===== config.mk =====
export PLATFORM = sky130hd
export DESIGN_NAME = cbi980_axil_master
export DESIGN_NICKNAME = d
export VERILOG_FILES = /design/src/rtl/cbi980_axil_master.sv
export SDC_FILE = /design/constraint.sdc
export NUM_CORES = 1
export LEC_CHECK = 0
export CORE_MARGIN = 2
export CORE_UTILIZATION = 40
export DETAILED_ROUTE_END_ITERATION = 12
export PLACE_DENSITY = 0.81
export RECOVER_POWER = 50
export SYNTH_ARGS = -nofsm -noshare
export SYNTH_HDL_FRONTEND = slang
export SYNTH_SLANG_ARGS = --single-unit

===== constraint.sdc =====
create_clock -name aclk -period 2.4 [get_ports aclk]
set_input_delay 0.48 -clock aclk [delete_from_list [all_inputs] [get_ports aclk]]
set_output_delay 0.48 -clock aclk [all_outputs]
set_load 0.02 [all_outputs]

===== src/rtl/cbi980_axil_master.sv =====
// Single-outstanding command/response to AXI4-Lite initiator with a
// per-transaction watchdog. A hung slave parks the block until reset.
module cbi980_axil_master #(
  parameter int ADDR_W  = 32,
  parameter int TIMEOUT = 1024
) (
  input  logic              aclk,
  input  logic              arstn,
  // command / response stream
  input  logic              cmd_valid,
  output logic              cmd_ready,
  input  logic              cmd_write,
  input  logic [ADDR_W-1:0] cmd_addr,
  input  logic [31:0]       cmd_wdata,
  input  logic [3:0]        cmd_wstrb,
  output logic              rsp_valid,
  input  logic              rsp_ready,
  output logic [31:0]       rsp_rdata,
  output logic [1:0]        rsp_resp,
  output logic              rsp_timeout,
  output logic              hung,
  // AXI write address
  output logic [ADDR_W-1:0] awaddr,
  output logic              awvalid,
  input  logic              awready,
  output logic [3:0]        awcache,
  output logic [2:0]        awprot,
  // AXI write data
  output logic [31:0]       wdata,
  output logic [3:0]        wstrb,
  output logic              wvalid,
  input  logic              wready,
  // AXI write response
  input  logic [1:0]        bresp,
  input  logic              bvalid,
  output logic              bready,
  // AXI read address
  output logic [ADDR_W-1:0] araddr,
  output logic              arvalid,
  input  logic              arready,
  output logic [3:0]        arcache,
  output logic [2:0]        arprot,
  // AXI read data
  input  logic [31:0]       rdata,
  input  logic [1:0]        rresp,
  input  logic              rvalid,
  output logic              rready
);

  // Wide enough to hold TIMEOUT itself; the counter saturates there.
  localparam int CNT_W = $clog2(TIMEOUT + 2);

  typedef enum logic [2:0] {
    IDLE,  // waiting for a command
    WR,    // AW and W outstanding (each may finish first)
    WB,    // waiting for the write response
    RA,    // AR outstanding
    RD,    // waiting for read data
    RSP    // presenting the response
  } state_t;

  state_t              state_q, state_d;
  logic                aw_done_q, aw_done_d;
  logic                w_done_q, w_done_d;
  logic [ADDR_W-1:0]   addr_q, addr_d;
  logic [31:0]         wdata_d;
  logic [3:0]          wstrb_d;
  logic [31:0]         rsp_rdata_d;
  logic [1:0]          rsp_resp_d;
  logic                rsp_timeout_d;
  logic                hung_d;
  logic [CNT_W-1:0]    cnt_q;
  logic                cmd_hs;
  logic                busy;
  logic                timeout_hit;

  // Handshake-facing outputs decode straight from registered state.
  assign cmd_ready = (state_q == IDLE) && !hung;
  assign cmd_hs    = cmd_valid && cmd_ready;
  assign awvalid   = (state_q == WR) && !aw_done_q;
  assign wvalid    = (state_q == WR) && !w_done_q;
  assign bready    = (state_q == WB);
  assign arvalid   = (state_q == RA);
  assign rready    = (state_q == RD);
  assign rsp_valid = (state_q == RSP);
  assign awaddr    = addr_q;
  assign araddr    = addr_q;
  assign awcache   = 4'b0000;
  assign arcache   = 4'b0000;
  assign awprot    = 3'b000;
  assign arprot    = 3'b000;

  // The watchdog fires on the edge where the count would reach TIMEOUT.
  assign busy        = (state_q == WR) || (state_q == WB) ||
                       (state_q == RA) || (state_q == RD);
  assign timeout_hit = (TIMEOUT != 0) && busy && ((int'(cnt_q) + 1) >= TIMEOUT);

  // Next-state and captured-response logic.
  always_comb begin
    // NOTE: every signal driven here gets a default first, so no path through
    // the case statement can leave one unassigned and infer a latch.
    state_d       = state_q;
    aw_done_d     = aw_done_q;
    w_done_d      = w_done_q;
    addr_d        = addr_q;
    wdata_d       = wdata;
    wstrb_d       = wstrb;
    rsp_rdata_d   = rsp_rdata;
    rsp_resp_d    = rsp_resp;
    rsp_timeout_d = rsp_timeout;
    hung_d        = hung;

    case (state_q)
      IDLE: begin
        if (cmd_hs) begin
          addr_d    = cmd_addr;
          aw_done_d = 1'b0;
          w_done_d  = 1'b0;
          if (cmd_write) begin
            wdata_d = cmd_wdata;
            wstrb_d = cmd_wstrb;
            state_d = WR;
          end else begin
            state_d = RA;
          end
        end
      end
      WR: begin
        // A ready seen while the channel is still open is its handshake.
        aw_done_d = aw_done_q || awready;
        w_done_d  = w_done_q || wready;
        if (aw_done_d && w_done_d) state_d = WB;
      end
      WB: begin
        if (bvalid) begin
          rsp_resp_d    = bresp;
          rsp_rdata_d   = '0;
          rsp_timeout_d = 1'b0;
          state_d       = RSP;
        end
      end
      RA: begin
        if (arready) state_d = RD;
      end
      RD: begin
        if (rvalid) begin
          rsp_rdata_d   = rdata;
          rsp_resp_d    = rresp;
          rsp_timeout_d = 1'b0;
          state_d       = RSP;
        end
      end
      RSP: begin
        if (rsp_ready) state_d = IDLE;
      end
      default: state_d = IDLE;
    endcase

    // A phase that completes on the expiry edge has already left its state,
    // so the slave wins that race; only a stalled phase is aborted.
    if (timeout_hit && (state_d == state_q)) begin
      state_d       = RSP;
      hung_d        = 1'b1;
      rsp_resp_d    = 2'b11;
      rsp_timeout_d = 1'b1;
      rsp_rdata_d   = '0;
    end
  end

  // State, payload and watchdog registers with synchronous reset.
  always_ff @(posedge aclk) begin
    // NOTE: non-blocking assignments so every register samples pre-edge
    // values regardless of statement order.
    if (!arstn) begin
      state_q     <= IDLE;
      aw_done_q   <= 1'b0;
      w_done_q    <= 1'b0;
      hung        <= 1'b0;
      rsp_rdata   <= '0;
      rsp_resp    <= '0;
      rsp_timeout <= 1'b0;
      cnt_q       <= '0;
      // NOTE: the payload registers are reset as well so the bus never
      // shows X after reset; they are plain flops, not a memory array.
      addr_q      <= '0;
      wdata       <= '0;
      wstrb       <= '0;
    end else begin
      state_q     <= state_d;
      aw_done_q   <= aw_done_d;
      w_done_q    <= w_done_d;
      hung        <= hung_d;
      rsp_rdata   <= rsp_rdata_d;
      rsp_resp    <= rsp_resp_d;
      rsp_timeout <= rsp_timeout_d;
      addr_q      <= addr_d;
      wdata       <= wdata_d;
      wstrb       <= wstrb_d;
      if (cmd_hs) begin
        cnt_q <= '0;
      end else if (busy && (int'(cnt_q) < TIMEOUT)) begin
        cnt_q <= cnt_q + CNT_W'(1);
      end
    end
  end

endmodule


==> metrics.txt <==
status completed; First DRT Iteration DRCs between 300 and 400; leading area contributor after synthesis dfxtp_1; largest net degree at the start of global routing about 100; TritonCTS Buffers 17; CP max stage delay about 0.44 ns; CP endpoint kind register; Mapped Area approximately 5200 um2; RSZ-0062 raised after global routing no; Synth Area in Compound Gates 14.7%; leakage ~3.6 nW; H-tree depth 4; min-delay worst type register to register; Avg WL per Cell around 14 um; startpoint types register; Die ar. 13800 um2; hpwl dp 10100 um; FF/Latch Area 2400 um2; critical path's slowest cell a311oi_1; sequential-to-total area share from yosys stat between 40% and 50%; Reg power frac a little over a third; Post-synth EDFFs 0; switch share about a quarter; drt pass-1 iters 4; synthesis-stage register bit count 120; worst-path maximum fanout 36; drt total wl around 15000 um; initial antenna violation count 0; CTS clk-pin slew, worst paths roughly 0.05 ns; root buffer cell clkbuf_16; number of global-route vias before repair around 4700; Layout area overhead 61.6%; Gate power share 20.8%; Core ar. 12600 um2; worst skew pair latency 0.40 ns; top-count cell post-synth nand2_1; Initial Util between 40% and 50%; antenna diode count 0; TritonCTS clock tree done; sw power ~1.6 mW; Synth Area in Adders less than 1%; P per Cell Area roughly 740 nW/um2; DR vias roughly 5000; Setup Skew between 0.006 and 0.007 ns; Final TNS setup 0 ns; # Post-CTS Setup Buffers 0; Ys Warns 0; synthesized area per cell around 8.3 um2; top cells by count, synth 143 x nand2_1, 120 x dfxtp_1, 74 x a21oi_1; post-synthesis xor/xnor area fraction between 1.5 and 2%; total grt overflow 0; main combinational cell family by area after synthesis simple AND/OR/NAND/NOR gates; vias per cell ~4.9; synth unique cells 44; CP Class register to register; fillers around 1100; critical path cell sequence buf_4 -> nor3b_2 -> a211oi_1 -> a311oi_1 -> o221a_2 -> buf_12 -> nor3_1; Final setup violation count 0; Simple-Gate Fraction of Synth Area between 20% and 30%; worst path required time approximately 2.7 ns; min Tclk post-route ~2.2 ns; fraction of registers with async set/reset 0%; Die Span X ~120 um; Worst Tran Pin Value approximately 1.1 ns; CTS sink cnt between 100 and 150; post-synth top area share between 40% and 50%; highest clock rate ~0.45 GHz; crit path DAT between 2 and 2.5 ns; layout cells sized above 1 between 9 and 10%; I/O pin cnt 271; Pwr Total about 6.2 mW; post-synthesis cell count between 600 and 700; # DRC 0; Post-synth top flop dfxtp_1; Synth area leaders dfxtp_1 47%, nand2_1 10%, a21oi_1 7.2%; Max VDD drop around 0.43 mV; Nets roughly 950; DRT antenna net count 0; mux contribution to synthesized area 0.801%; Max Slew Vio Count 0; port buffer count 256; max_cap viols 0; endpoints failing hold 0; area of the multi-input gates 2260 um2; total track usage between 20% and 30%; fin crit share between 90% and 100%; routability congestion estimate 0.874; die height between 100 and 150 um; # rows 41; relative slew slack around 28%; clock share of power between 40% and 50%; first-pass GRT wire length approximately 23000 um; Clock Tree Buf Depth 2; internal power around 4.6 mW
[metrics by stage]
stage	utilization (%)	std cells	hold slack (ns)	instance area [um2]	setup WS [ns]
global placement	61.0	990	0.441	7700	-0.161
finish	66.1	1022	0.446	8340	0.173
floorplan	-	631	0.472	5210	0.126
CTS	66.1	1022	0.453	8340	0.0415
detailed placement	61.0	990	0.446	7700	-0.210
global route	66.1	1022	0.463	8340	0.0380
[worst max-delay path, delay by kind of cell (launching register included)]
family          cells  cell delay (ns)
simple gates        2             0.42
buf+inv             2             0.45
flops               1             0.34
compound gates      3             0.86
[area by class of cell]
cell class | count | area share, %
Multi-Input combinational cell | 417 | 27.2
Clock inverter | 8 | 1.68
Clock buffer | 24 | 6.02
Timing Repair Buffer | 278 | 33.6
Sequential cell | 120 | 28.8
Tap cell | 172 | 2.58
Inverter | 3 | 0.150
[layout by cell type (no fill, tap or decap), types with 4 or more instances in the layout]
master,instances
clkinv_2,5
clkbuf_8,5
a31oi_1,34
buf_12,6
nand4_1,4
nor2b_1,34
xor2_1,8
nand3b_1,4
clkbuf_16,17
nor3_2,21
bufinv_16,4
dlygate4sd3_1,121
buf_4,15
o21a_1,7
dlygate4sd2_1,5
clkdlybuf4s50_1,128
a21oi_1,73
nand3_1,4
nand2_1,143
nor3_1,13
dfxtp_1,120
conb_1,14
nor2_1,19
[registers in the layout (all words and copies together), names as in the netlist]
| signal | count |
|---|---|
| rsp_rdata | 32 |
| aw_done_q | 1 |
| state_q | 3 |
| cnt_q | 11 |
| wstrb | 4 |
| rsp_resp | 2 |
| rsp_timeout | 1 |
| hung | 1 |
| wdata | 32 |
| w_done_q | 1 |
| araddr | 32 |
[power groups by stage]
stage,sequential (mW),clock (mW),combinational (mW)
global route,2.20,2.85,1.38
global placement,2.23,0,1.33
finish,2.18,2.71,1.29
floorplan,2.34,0,0.620
CTS,2.19,2.76,1.34
detailed placement,2.23,0,1.34
[path summary, 6_finish.rpt]
kind / from / end / slack [ns] / cells after the start
setup reg to reg: state_q[2]$_SDFF_PN0_ / rsp_rdata[5]$_SDFFE_PP0P_ / 0.17 / 7
hold reg to reg: wdata[0]$_SDFFE_PN0P_ / wdata[0]$_SDFFE_PN0P_ / 0.45 / 2
setup / recovery: state_q[2]$_SDFF_PN0_ / rsp_rdata[5]$_SDFFE_PP0P_ / 0.17 / 7
hold / removal: wdata[0]$_SDFFE_PN0P_ / wdata[0]$_SDFFE_PN0P_ / 0.45 / 2
[metal layers]
metal	up-vias	GRT usage [%]	part of all wire (%)	wire, um
li1	2466	-	-	-
met1	2276	24.4	41	6030
met2	220	35.2	48	7090
met3	18	6.73	8.8	1290
met4	0	7.53	1.6	240
met5	-	0	0	0
[what timing repair did]
item	CTS	global route
hold endpoints to repair	0	0
hold buffers	0	0
endpoints found under the setup margin	6	2
resized for setup	6	2
[cell families (layout without fill, tap and decap cells)]
family / after synthesis / count (layout)
multiplexers: 4 / 4
buffers and inverters: 94 / 313
XOR/XNOR: 9 / 9
AND/OR/NAND/NOR: 260 / 260
adder cells (fa/ha/maj): 1 / 1
AO/OA/AOI/OAI: 129 / 129
flip-flops: 120 / 120
other: 1 / 14
Power figures use the tool's default switching activity.
